$ cat src/rtl/flexcim_pkg.sv
// Shared types and constants for the FlexCIM array sequencer: controller states,
// command op encodings and the column-strobe layout helpers.
package flexcim_pkg;

  typedef enum logic [2:0] {
    IDLE    = 3'd0,
    WRITE   = 3'd1,
    COMPUTE = 3'd2,
    DRAIN   = 3'd3,
    DONE    = 3'd4
  } ctrl_state_t;

  localparam logic [1:0] OP_WRITE   = 2'd0;
  localparam logic [1:0] OP_COMPUTE = 2'd1;

  // How the strobe expander fills the per-macro column vectors.
  typedef enum logic [1:0] {
    STROBE_OFF     = 2'd0,
    STROBE_ONE_HOT = 2'd1,
    STROBE_ALL     = 2'd2
  } strobe_mode_t;

  localparam int DEF_NUM_SUB_MACROS = 4;
  localparam int DEF_NUM_COLS       = 32;

  // Bit offset of macro m inside a flattened column vector.
  function automatic int strobe_base(input int macro, input int num_cols);
    return macro * num_cols;
  endfunction

endpackage

$ cat src/rtl/flexcim_col_strobe.sv
// Combinational expansion of column pointer, macro mask and mode into the
// flattened sel_cols / write_en vectors (macro m at [m*NUM_COLS +: NUM_COLS]).
module flexcim_col_strobe
  import flexcim_pkg::*;
#(
  parameter int NUM_SUB_MACROS = DEF_NUM_SUB_MACROS,
  parameter int NUM_COLS       = DEF_NUM_COLS,
  parameter int COL_W          = $clog2(NUM_COLS)
) (
  input  logic [COL_W-1:0]                   col_ptr,
  input  logic [NUM_SUB_MACROS-1:0]          mask,
  input  strobe_mode_t                       mode,
  output logic [NUM_SUB_MACROS*NUM_COLS-1:0] sel_cols,
  output logic [NUM_SUB_MACROS*NUM_COLS-1:0] write_en
);

  logic [NUM_COLS-1:0] col_onehot;

  // One-hot decode of the current write column.
  always_comb begin
    col_onehot          = '0;
    col_onehot[col_ptr] = 1'b1;
  end

  // Per-macro fill: one column for writes, every column for compute.
  always_comb begin
    sel_cols = '0;
    write_en = '0;
    for (int m = 0; m < NUM_SUB_MACROS; m++) begin
      if (mask[m]) begin
        case (mode)
          STROBE_ONE_HOT: begin
            sel_cols[strobe_base(m, NUM_COLS) +: NUM_COLS] = col_onehot;
            write_en[strobe_base(m, NUM_COLS) +: NUM_COLS] = col_onehot;
          end
          STROBE_ALL: begin
            sel_cols[strobe_base(m, NUM_COLS) +: NUM_COLS] = {NUM_COLS{1'b1}};
            write_en[strobe_base(m, NUM_COLS) +: NUM_COLS] = {NUM_COLS{1'b0}};
          end
          default: begin
            sel_cols[strobe_base(m, NUM_COLS) +: NUM_COLS] = {NUM_COLS{1'b0}};
            write_en[strobe_base(m, NUM_COLS) +: NUM_COLS] = {NUM_COLS{1'b0}};
          end
        endcase
      end else begin
        sel_cols[strobe_base(m, NUM_COLS) +: NUM_COLS] = {NUM_COLS{1'b0}};
        write_en[strobe_base(m, NUM_COLS) +: NUM_COLS] = {NUM_COLS{1'b0}};
      end
    end
  end

endmodule

$ cat src/rtl/flexcim_ctrl.sv
// FlexCIM array sequencer: walks WRITE/COMPUTE commands beat by beat and drives
// en/sel_cols/write_en/i_valid. Define FLEXCIM_CTRL_PERF_EN for busy/stall counters.
module flexcim_ctrl
  import flexcim_pkg::*;
#(
  parameter int NUM_SUB_MACROS = 4,
  parameter int NUM_ROWS       = 32,
  parameter int NUM_COLS       = 32,
  parameter int LEN_W          = 16,
  parameter int DRAIN_CYCLES   = 8,
  parameter int COL_W          = $clog2(NUM_COLS)
) (
  input  logic                               clk,
  input  logic                               rst,
  input  logic                               cmd_valid,
  output logic                               cmd_ready,
  input  logic [1:0]                         cmd_op,
  input  logic [NUM_SUB_MACROS-1:0]          cmd_mask,
  input  logic [COL_W-1:0]                   cmd_col_start,
  input  logic [LEN_W-1:0]                   cmd_len,
  input  logic                               src_valid,
  output logic                               src_ready,
  output logic [NUM_SUB_MACROS-1:0]          en,
  output logic [NUM_SUB_MACROS*NUM_COLS-1:0] sel_cols,
  output logic [NUM_SUB_MACROS*NUM_COLS-1:0] write_en,
  output logic [NUM_ROWS-1:0]                i_valid,
  output logic                               busy,
  output logic                               done,
  output logic                               cmd_err
`ifdef FLEXCIM_CTRL_PERF_EN
  ,
  output logic [31:0]                        perf_busy_cycles,
  output logic [31:0]                        perf_stall_cycles
`endif
);

  localparam int DRAIN_W = $clog2(DRAIN_CYCLES + 1);
  localparam int SEL_W   = NUM_SUB_MACROS * NUM_COLS;
  localparam logic [LEN_W-1:0]   LAST_BEAT  = LEN_W'(1);
  localparam logic [DRAIN_W-1:0] DRAIN_LAST = DRAIN_W'(DRAIN_CYCLES - 1);
  localparam logic [COL_W-1:0]   COL_LAST   = COL_W'(NUM_COLS - 1);

  ctrl_state_t                state_r;
  ctrl_state_t                state_nxt;
  logic [NUM_SUB_MACROS-1:0]  mask_r;
  logic [COL_W-1:0]           col_ptr_r;
  logic [LEN_W-1:0]           beats_left_r;
  logic [DRAIN_W-1:0]         drain_cnt_r;

  logic                       accept_s;
  logic                       beat_s;
  logic                       op_reserved_s;
  logic [NUM_SUB_MACROS-1:0]  mask_s;
  strobe_mode_t               strobe_mode_s;
  logic [SEL_W-1:0]           strobe_sel_s;
  logic [SEL_W-1:0]           strobe_we_s;

  assign cmd_ready     = (state_r == IDLE);
  assign busy          = (state_r != IDLE);
  assign src_ready     = ((state_r == WRITE) || (state_r == COMPUTE)) && (beats_left_r != '0);
  assign accept_s      = cmd_valid & cmd_ready;
  assign beat_s        = src_valid & src_ready;
  assign op_reserved_s = (cmd_op != OP_WRITE) && (cmd_op != OP_COMPUTE);
  // While idle the command port is the only source of the mask for the entry cycle.
  assign mask_s        = (state_r == IDLE) ? cmd_mask : mask_r;

  // Next-state logic.
  always_comb begin
    state_nxt = state_r;
    case (state_r)
      IDLE: begin
        if (accept_s && !op_reserved_s) begin
          if (cmd_len == '0) begin
            state_nxt = DONE;
          end else if (cmd_op == OP_WRITE) begin
            state_nxt = WRITE;
          end else begin
            state_nxt = COMPUTE;
          end
        end else begin
          state_nxt = IDLE;
        end
      end
      WRITE: begin
        if (beat_s && (beats_left_r == LAST_BEAT)) begin
          state_nxt = DONE;
        end else begin
          state_nxt = WRITE;
        end
      end
      COMPUTE: begin
        if (beat_s && (beats_left_r == LAST_BEAT)) begin
          state_nxt = DRAIN;
        end else begin
          state_nxt = COMPUTE;
        end
      end
      DRAIN: begin
        if (drain_cnt_r == DRAIN_LAST) begin
          state_nxt = DONE;
        end else begin
          state_nxt = DRAIN;
        end
      end
      DONE:    state_nxt = IDLE;
      default: state_nxt = IDLE;
    endcase
  end

  // Strobe mode for the value registered at the coming edge.
  always_comb begin
    strobe_mode_s = STROBE_OFF;
    if ((state_r == WRITE) && beat_s) begin
      strobe_mode_s = STROBE_ONE_HOT;
    end else if ((state_nxt == COMPUTE) || (state_nxt == DRAIN)) begin
      strobe_mode_s = STROBE_ALL;
    end else begin
      strobe_mode_s = STROBE_OFF;
    end
  end

  flexcim_col_strobe #(
    .NUM_SUB_MACROS (NUM_SUB_MACROS),
    .NUM_COLS       (NUM_COLS),
    .COL_W          (COL_W)
  ) u_col_strobe (
    .col_ptr  (col_ptr_r),
    .mask     (mask_s),
    .mode     (strobe_mode_s),
    .sel_cols (strobe_sel_s),
    .write_en (strobe_we_s)
  );

  // State register and command/beat counters.
  always_ff @(posedge clk or posedge rst) begin
    if (rst) begin
      state_r      <= IDLE;
      mask_r       <= '0;
      col_ptr_r    <= '0;
      beats_left_r <= '0;
      drain_cnt_r  <= '0;
    end else begin
      state_r     <= state_nxt;
      drain_cnt_r <= (state_r == DRAIN) ? drain_cnt_r + DRAIN_W'(1) : '0;
      if (accept_s) begin
        mask_r       <= cmd_mask;
        col_ptr_r    <= cmd_col_start;
        beats_left_r <= cmd_len;
      end else if (beat_s) begin
        beats_left_r <= beats_left_r - LAST_BEAT;
        if (state_r == WRITE) begin
          col_ptr_r <= (col_ptr_r == COL_LAST) ? '0 : col_ptr_r + COL_W'(1);
        end
      end
    end
  end

  // Registered array controls and status pulses.
  always_ff @(posedge clk or posedge rst) begin
    if (rst) begin
      en       <= '0;
      sel_cols <= '0;
      write_en <= '0;
      i_valid  <= '0;
      done     <= 1'b0;
      cmd_err  <= 1'b0;
    end else begin
      en       <= ((state_nxt == COMPUTE) || (state_nxt == DRAIN)) ? mask_s : '0;
      sel_cols <= strobe_sel_s;
      write_en <= strobe_we_s;
      i_valid  <= ((state_r == COMPUTE) && beat_s) ? {NUM_ROWS{1'b1}} : {NUM_ROWS{1'b0}};
      done     <= (state_nxt == DONE);
      cmd_err  <= accept_s && op_reserved_s;
    end
  end

`ifdef FLEXCIM_CTRL_PERF_EN
  logic stall_s;
  assign stall_s = src_ready & ~src_valid;

  // Saturating busy and source-stall counters.
  always_ff @(posedge clk or posedge rst) begin
    if (rst) begin
      perf_busy_cycles  <= 32'd0;
      perf_stall_cycles <= 32'd0;
    end else begin
      if (busy && (perf_busy_cycles != 32'hFFFF_FFFF)) begin
        perf_busy_cycles <= perf_busy_cycles + 32'd1;
      end
      if (stall_s && (perf_stall_cycles != 32'hFFFF_FFFF)) begin
        perf_stall_cycles <= perf_stall_cycles + 32'd1;
      end
    end
  end
`else
  // Counters are not built in this configuration.
`endif

endmodule

$ cat config.mk
export PLATFORM = sky130hd
export DESIGN_NAME = flexcim_ctrl
export DESIGN_NICKNAME = d
export VERILOG_FILES = /design/src/rtl/flexcim_pkg.sv /design/src/rtl/flexcim_col_strobe.sv /design/src/rtl/flexcim_ctrl.sv
export SDC_FILE = /design/constraint.sdc
export NUM_CORES = 1
export LEC_CHECK = 0
export ABC_AREA = 0
export ABC_CLOCK_PERIOD_IN_PS = 14410
export CAP_MARGIN = 10
export CORE_AREA = 2 2 150 152
export DETAILED_ROUTE_END_ITERATION = 7
export DIE_AREA = 0 0 152 154
export PLACE_DENSITY_LB_ADDON = 0.3
export SYNTH_ARGS = -nofsm -noshare
export SYNTH_HDL_FRONTEND = slang
export SYNTH_SLANG_ARGS = --single-unit
$ cat constraint.sdc
create_clock -name clk -period 14.41 [get_ports clk]
set_clock_uncertainty 0.15 [all_clocks]
set_input_delay 1.441 -clock clk [delete_from_list [all_inputs] [get_ports clk]]
set_output_delay 1.441 -clock clk [all_outputs]
set_load 0.01 [all_outputs]
==> results.json, run 1 <==
{
  "insertion_delay_ns": 0.53,
  "viasPerCell": 5.18,
  "cp_data_required_time_ns": 12.82,
  "dp_slack_ns": 9.99,
  "htreeDepth": 1,
  "grt_max_degree": 154,
  "dieHeight_um": 154,
  "netlist-cell-type-count": 56,
  "gp_congestion": 0.829,
  "cts_resized": 0,
  "min_period_ns": 4.89,
  "synth_edf_count": 0,
  "stdcell_area_um2": 15000,
  "root_buffer": "clkbuf_16",
  "dpl.hpwl_um": 19900,
  "period_share_pct": 33.9,
  "drt_iter0_markers": 456,
  "arrival_ns": 3.30,
  "max_cap_viol_count": 0,
  "syn_avg_cell_area_um2": 11.8,
  "max_slew_margin_pct": 19.9,
  "ir_drop_mv": 0.109,
  "tightest_slew_ns": 1.20,
  "ios": 328,
  "slew_viol_final": 0,
  "die-area_um2": 23400,
  "antenna_cells": 0,
  "layout.nets": 1228,
  "final_common_cell": "clkdlybuf4s50_1",
  "numClockSinks": 295,
  "layout_common_cells": "clkdlybuf4s50_1, dfrtp_1, nor2_1, nand2_1, clkbuf_16",
  "coreArea_um2": 21700,
  "vias": 7699,
  "finalSetupViolCount": 0,
  "cts_tree": "built",
  "crit_type": "register to output pin",
  "status": "complete, no violations",
  "area_growth_pct": 40.6,
  "totalPowerFinal_mw": 3.22,
  "power_density_nw_per_um2": 215,
  "layout.cells.non_filler": 1487,
  "placed_area_um2": 14000,
  "grt_usage_pct": 24.6,
  "crit_chain": "inv_1 -> ha_1 -> nor4b_1 -> nand4_1 -> and2_1 -> clkdlybuf4s50_1",
  "chipWidth_um": 152,
  "setup_ws_ns": 9.52,
  "post-cts-setup-buffers": 0,
  "initial_core_util_pct": 49.2,
  "grt_pass1_wl_um": 45200,
  "fillCellCount": 1527,
  "drc": 0,
  "grt_pass1_vias": 7813,
  "fmax_ghz": 0.205,
  "grt_overflow": 0,
  "ys.flop_type": "dfrtp_1",
  "synth_area_um2": 10700,
  "seq_area_frac_synth_pct": 69.2,
  "critPathMaxStageDelay_ns": 0.57,
  "tns_ns": 0,
  "clk_path_buf_depth": 3,
  "drive_gt1_share_pct": 8.62,
  "post-place-cells": 1439,
  "antenna_found_initial": 0,
  "drtAntennaViolNets": 0,
  "yosysWarnings": 0,
  "critPathLaunchType": "register",
  "hp-class": "register to register",
  "clk_pin_slew_ns": 0.06,
  "routedWlPerCell_um": 19.6,
  "ys_ff_latch": 295,
  "cts-hold-fix-buffers": 0,
  "routed_wl_um": 29200,
  "rsz0062_at_grt": "no",
  "crit_fanout": 13,
  "end_kind": "output pin",
  "syn_inst": 903,
  "port_buffers": 327,
  "hold_viol": 0,
  "async_reset_ff_share_pct": 100,
  "syn-num-nets": 942,
  "numCtsBuffers": 28,
  "cp_slowest_cell": "nand4_1",
  "row_count": 54,
  "drtPass1Iterations": 5,
  "leakagePower_nw": 6.59
}
-- routing by layer --
metal | part of all wire [%] | vias up | GRT usage [%]
met5 | 0 | - | 0
met4 | 3.6 | 0 | 9.75
met3 | 5.2 | 72 | 3.61
met2 | 52 | 316 | 43.4
met1 | 39 | 3838 | 30.8
li1 | - | 3473 | -
-- worst max-delay path: cells and delay by family, from the launching register on --
kind | cells | cell delay (ns)
fa+ha+maj | 1 | 0.27
buf+inv | 2 | 0.57
flops | 1 | 0.46
simple gates | 3 | 1.48
-- synthesized netlist by cell type (all sizes together) (6+ instances only) --
cell type	number	share of area [%]
a21oi	8	0.52
a31oi	20	2.1
a41oi	13	1.6
buf	49	3.3
clkbuf	38	1.3
dfrtp	295	69
ha	8	0.94
inv	12	0.42
mux2i	6	0.56
nand2	47	1.7
nand2b	6	0.35
nand3	23	1.1
nand4	8	0.47
nor2	283	10
nor2b	8	0.47
nor4	8	0.67
o21ai	8	0.38
or3	6	0.35
xor2	6	0.49
-- power by group --
group	total, mW	internal [mW]	switching [mW]
registers	1.17	1.04	0.128
clock network	0.798	0.492	0.306
logic	1.25	0.551	0.699
total	3.22	2.09	1.13
-- cells by family (layout without fill, tap and decap cells) --
kind of cell | Yosys count | count (layout) | synth area share, %
and+or+nand+nor | 416 | 416 | 17.1
DFF | 295 | 295 | 69.2
buffers and inverters | 99 | 403 | 5.02
AOI/OAI and AO/OA | 71 | 71 | 6.51
adders and majority gates | 8 | 8 | 0.939
xor gates and xnor gates | 8 | 8 | 0.657
muxes | 6 | 6 | 0.563
-- registers in the layout, summed over array words and instances, names as in the netlist --
signal,flops
mask_r,4
col_ptr_r,5
state_r,3
i_valid,1
write_en,128
drain_cnt_r,4
en,4
sel_cols,128
done,1
beats_left_r,16
cmd_err,1
-- final timing paths --
path | from | endpoint | slack [ns] | cells past startpoint
min reg2reg | drain_cnt_r[0]$_DFF_PP0_ | drain_cnt_r[0]$_DFF_PP0_ | 0.32 | 1
max reg2reg | beats_left_r[0]$_DFFE_PP0P_ | write_en[100]$_DFF_PP0_ | 10.69 | 8
max in group asynchronous | rst | drain_cnt_r[3]$_DFF_PP0_ | 11.21 | 3
min in group asynchronous | rst | sel_cols[48]$_DFF_PP0_ | 1.40 | 2
min | drain_cnt_r[0]$_DFF_PP0_ | drain_cnt_r[0]$_DFF_PP0_ | 0.32 | 1
max | beats_left_r[0]$_DFFE_PP0P_ | src_ready | 9.52 | 6
-- per-stage QoR --
stage	util (%)	hold WS, ns
finish	69.1	0.317
global route	69.1	0.340
CTS	69.1	0.317
detailed placement	64.4	0.309
global placement	64.4	0.295
floorplan	-	0.283
-- area by class of cell --
| cell class | instances | area, um2 | area share [%] |
|---|---|---|---|
| Tap cell | 280 | 350 | 2.34 |
| Clock inverter | 10 | 191 | 1.28 |
| Clock buffer | 38 | 830 | 5.53 |
| Timing Repair Buffer | 343 | 3390 | 22.6 |
| Sequential cell | 295 | 7380 | 49.2 |
| Inverter | 12 | 52.6 | 0.350 |
| Multi-Input combinational cell | 509 | 2800 | 18.6 |
Note: power is estimated with default switching activity, not from simulation.
==> run 2, diff against run 1 <==
--- a/config.mk
+++ b/config.mk
@@ -6,11 +6,11 @@
 export NUM_CORES = 1
 export LEC_CHECK = 0
 export ABC_AREA = 0
-export ABC_CLOCK_PERIOD_IN_PS = 14410
+export ABC_CLOCK_PERIOD_IN_PS = 4100
 export CAP_MARGIN = 10
-export CORE_AREA = 2 2 150 152
+export CORE_AREA = 2 2 163 165
 export DETAILED_ROUTE_END_ITERATION = 7
-export DIE_AREA = 0 0 152 154
+export DIE_AREA = 0 0 165 167
 export PLACE_DENSITY_LB_ADDON = 0.3
 export SYNTH_ARGS = -nofsm -noshare
 export SYNTH_HDL_FRONTEND = slang
==> constraint.sdc (replaced) <==
create_clock -name clk -period 4.1 [get_ports clk]
set_clock_uncertainty 0.15 [all_clocks]
set_input_delay 0.41 -clock clk [delete_from_list [all_inputs] [get_ports clk]]
set_output_delay 0.41 -clock clk [all_outputs]
set_load 0.01 [all_outputs]
==> run 2 against run 1 <==
Count of clock-buffer cells in the layout is 3 higher. Total power grew to 3.5 times the previous value. Global-route usage shrank 2.7 points. Critical path depth rose by 1. Cell count increased by 4.2%. Combinational power grew to 3.6 times the previous value. Sequential power rose to 3.5 times the previous value. Register-to-register slack lost 9.8 ns. Die area rose by 18%. Sequential cell count unchanged. Utilization decreased by 11 points. Critical path type unchanged. Critical endpoint unchanged.
==> results.json, run 2 (synthesis results as in run 1) <==
{
  "leakagePower_nw": 6.58,
  "htreeDepth": 1,
  "grt_usage_pct": 21.9,
  "clk_pin_slew_ns": 0.07,
  "intPower_mw": 7.21,
  "drive_gt1_share_pct": 9.14,
  "final_common_cell": "clkdlybuf4s50_1",
  "stdcell_area_um2": 15100,
  "chipWidth_um": 165,
  "placed_area_um2": 14100,
  "seq_power_share_pct": 37.0,
  "grt_overflow": 0,
  "end_kind": "output pin",
  "coreArea_um2": 25800,
  "initial_core_util_pct": 41.4,
  "multi_input_area_um2": 2810,
  "slew_viol_final": 0,
  "grt_pass1_wl_um": 46200,
  "period_share_pct": 81.7,
  "routed_wl_um": 30300,
  "tns_ns": 0,
  "vias": 7737,
  "viasPerCell": 4.99,
  "finalSetupViolCount": 0,
  "max_cap_viol_count": 0,
  "seqCellArea_um2": 7380,
  "finish.utilization_pct": 58.6,
  "antenna_cells": 0,
  "rrSetupSlack_ns": 0.89,
  "status": "complete, no violations",
  "p_sw_mw": 4.01,
  "area_growth_pct": 41.5,
  "critPathLaunchType": "register",
  "crit_fanout": 13,
  "numClockSinks": 295,
  "rsz0062_at_grt": "no",
  "crit_type": "register to output pin",
  "fillCellCount": 2127,
  "tightest_slew_ns": 0.917,
  "cp_data_required_time_ns": 3.54,
  "totalPowerFinal_mw": 11.2,
  "ir_drop_mv": 0.515,
  "cts_tree": "built",
  "min_period_ns": 3.35,
  "root_buffer": "clkbuf_16",
  "dieHeight_um": 167,
  "grt_max_degree": 120,
  "routedWlPerCell_um": 19.5,
  "max_slew_margin_pct": 38.6,
  "layout.nets": 1233,
  "clk_path_buf_depth": 3,
  "cts_resized": 0,
  "row_count": 59,
  "reg_top3": "sel_cols: 128 flops, write_en: 128 flops, beats_left_r: 16 flops",
  "fmax_ghz": 0.298,
  "arrival_ns": 2.79,
  "dpl.hpwl_um": 20700,
  "clockPowerShare_pct": 23.3,
  "hp-class": "register to register",
  "ios": 328,
  "whs_ns": 0.310,
  "port_buffers": 327,
  "layout_common_cells": "clkdlybuf4s50_1, dfrtp_1, nor2_1, nand2_1, clkbuf_16",
  "antenna_found_initial": 1,
  "drc": 0,
  "power_density_nw_per_um2": 744,
  "insertion_delay_ns": 0.53,
  "p_sw_share_pct": 35.7,
  "grt_pass1_vias": 7801,
  "gp_congestion": 0.884,
  "numCtsBuffers": 28,
  "comb_power_share_pct": 39.7,
  "drtAntennaViolNets": 0,
  "die-area_um2": 27600,
  "drt_iter0_markers": 487,
  "hold_viol": 0,
  "drtPass1Iterations": 5
}
[run 2: cell count changes in the layout (fill, tap and decap cells not counted), sizes merged]
cell         change
buf              +4
bufinv           -2
clkbuf           +3
clkinv           +3
clkinvlp         +3
dlygate4sd3      +1
inv              -4
[run 2: worst max-delay path: stages, from the launching register on]
cell and delay, ns:
dfrtp_1 0.42, inv_1 0.10, ha_1 0.26, nor4b_1 0.45, nand4_1 0.16, buf_4 0.21
and2_1 0.18, clkdlybuf4s50_1 0.48
[run 2: layer usage]
metal	track usage [%]	vias up	share of wire (%)
met5	0	-	0
met4	6.69	0	2.8
met3	3.19	52	6.3
met2	36.8	336	50
met1	29.6	3869	41
li1	-	3480	-
[run 2: power by group through the flow]
stage                     combinational [mW]  sequential, mW  clock [mW]
after floorplan                         2.01            4.35           0
after global placement                  4.40            4.18           0
after detailed placement                4.46            4.20           0
after CTS                               4.49            4.15        2.66
after global routing                    4.79            4.24        2.79
final                                   4.46            4.15        2.62
[run 2: final cells by class]
type	count	share of cell area (%)
tap	335	2.78
clock buffer	41	5.37
clock inverter	10	0.879
multi-input combinational	509	18.6
timing repair buffer	348	23.1
sequential	295	48.9
inverter	12	0.323
[run 2: final timing paths]
path,startpoint,end,depth (start not counted)
setup / recovery,beats_left_r[1]$_DFFE_PP0P_,src_ready,7
setup reg to reg,beats_left_r[1]$_DFFE_PP0P_,write_en[89]$_DFF_PP0_,9
hold / removal,drain_cnt_r[0]$_DFF_PP0_,drain_cnt_r[0]$_DFF_PP0_,1
max in group asynchronous,rst,write_en[33]$_DFF_PP0_,4
hold reg to reg,drain_cnt_r[0]$_DFF_PP0_,drain_cnt_r[0]$_DFF_PP0_,1
min in group asynchronous,rst,sel_cols[110]$_DFF_PP0_,3
[run 2: what timing repair did]
item                      4_1_cts  5_1_grt
buffers inserted                0        0
hold endpoints to repair        1        0
hold buffers                    1        0
[run 2: per-stage QoR]
stage | instances | setup slack, ns
6_report | 1550 | 0.749
5_1_grt | 1550 | 0.596
4_1_cts | 1550 | 0.745
3_5_place_dp | 1498 | 0.939
3_3_place_gp | 1498 | 1.09
2_1_floorplan | 903 | -0.377
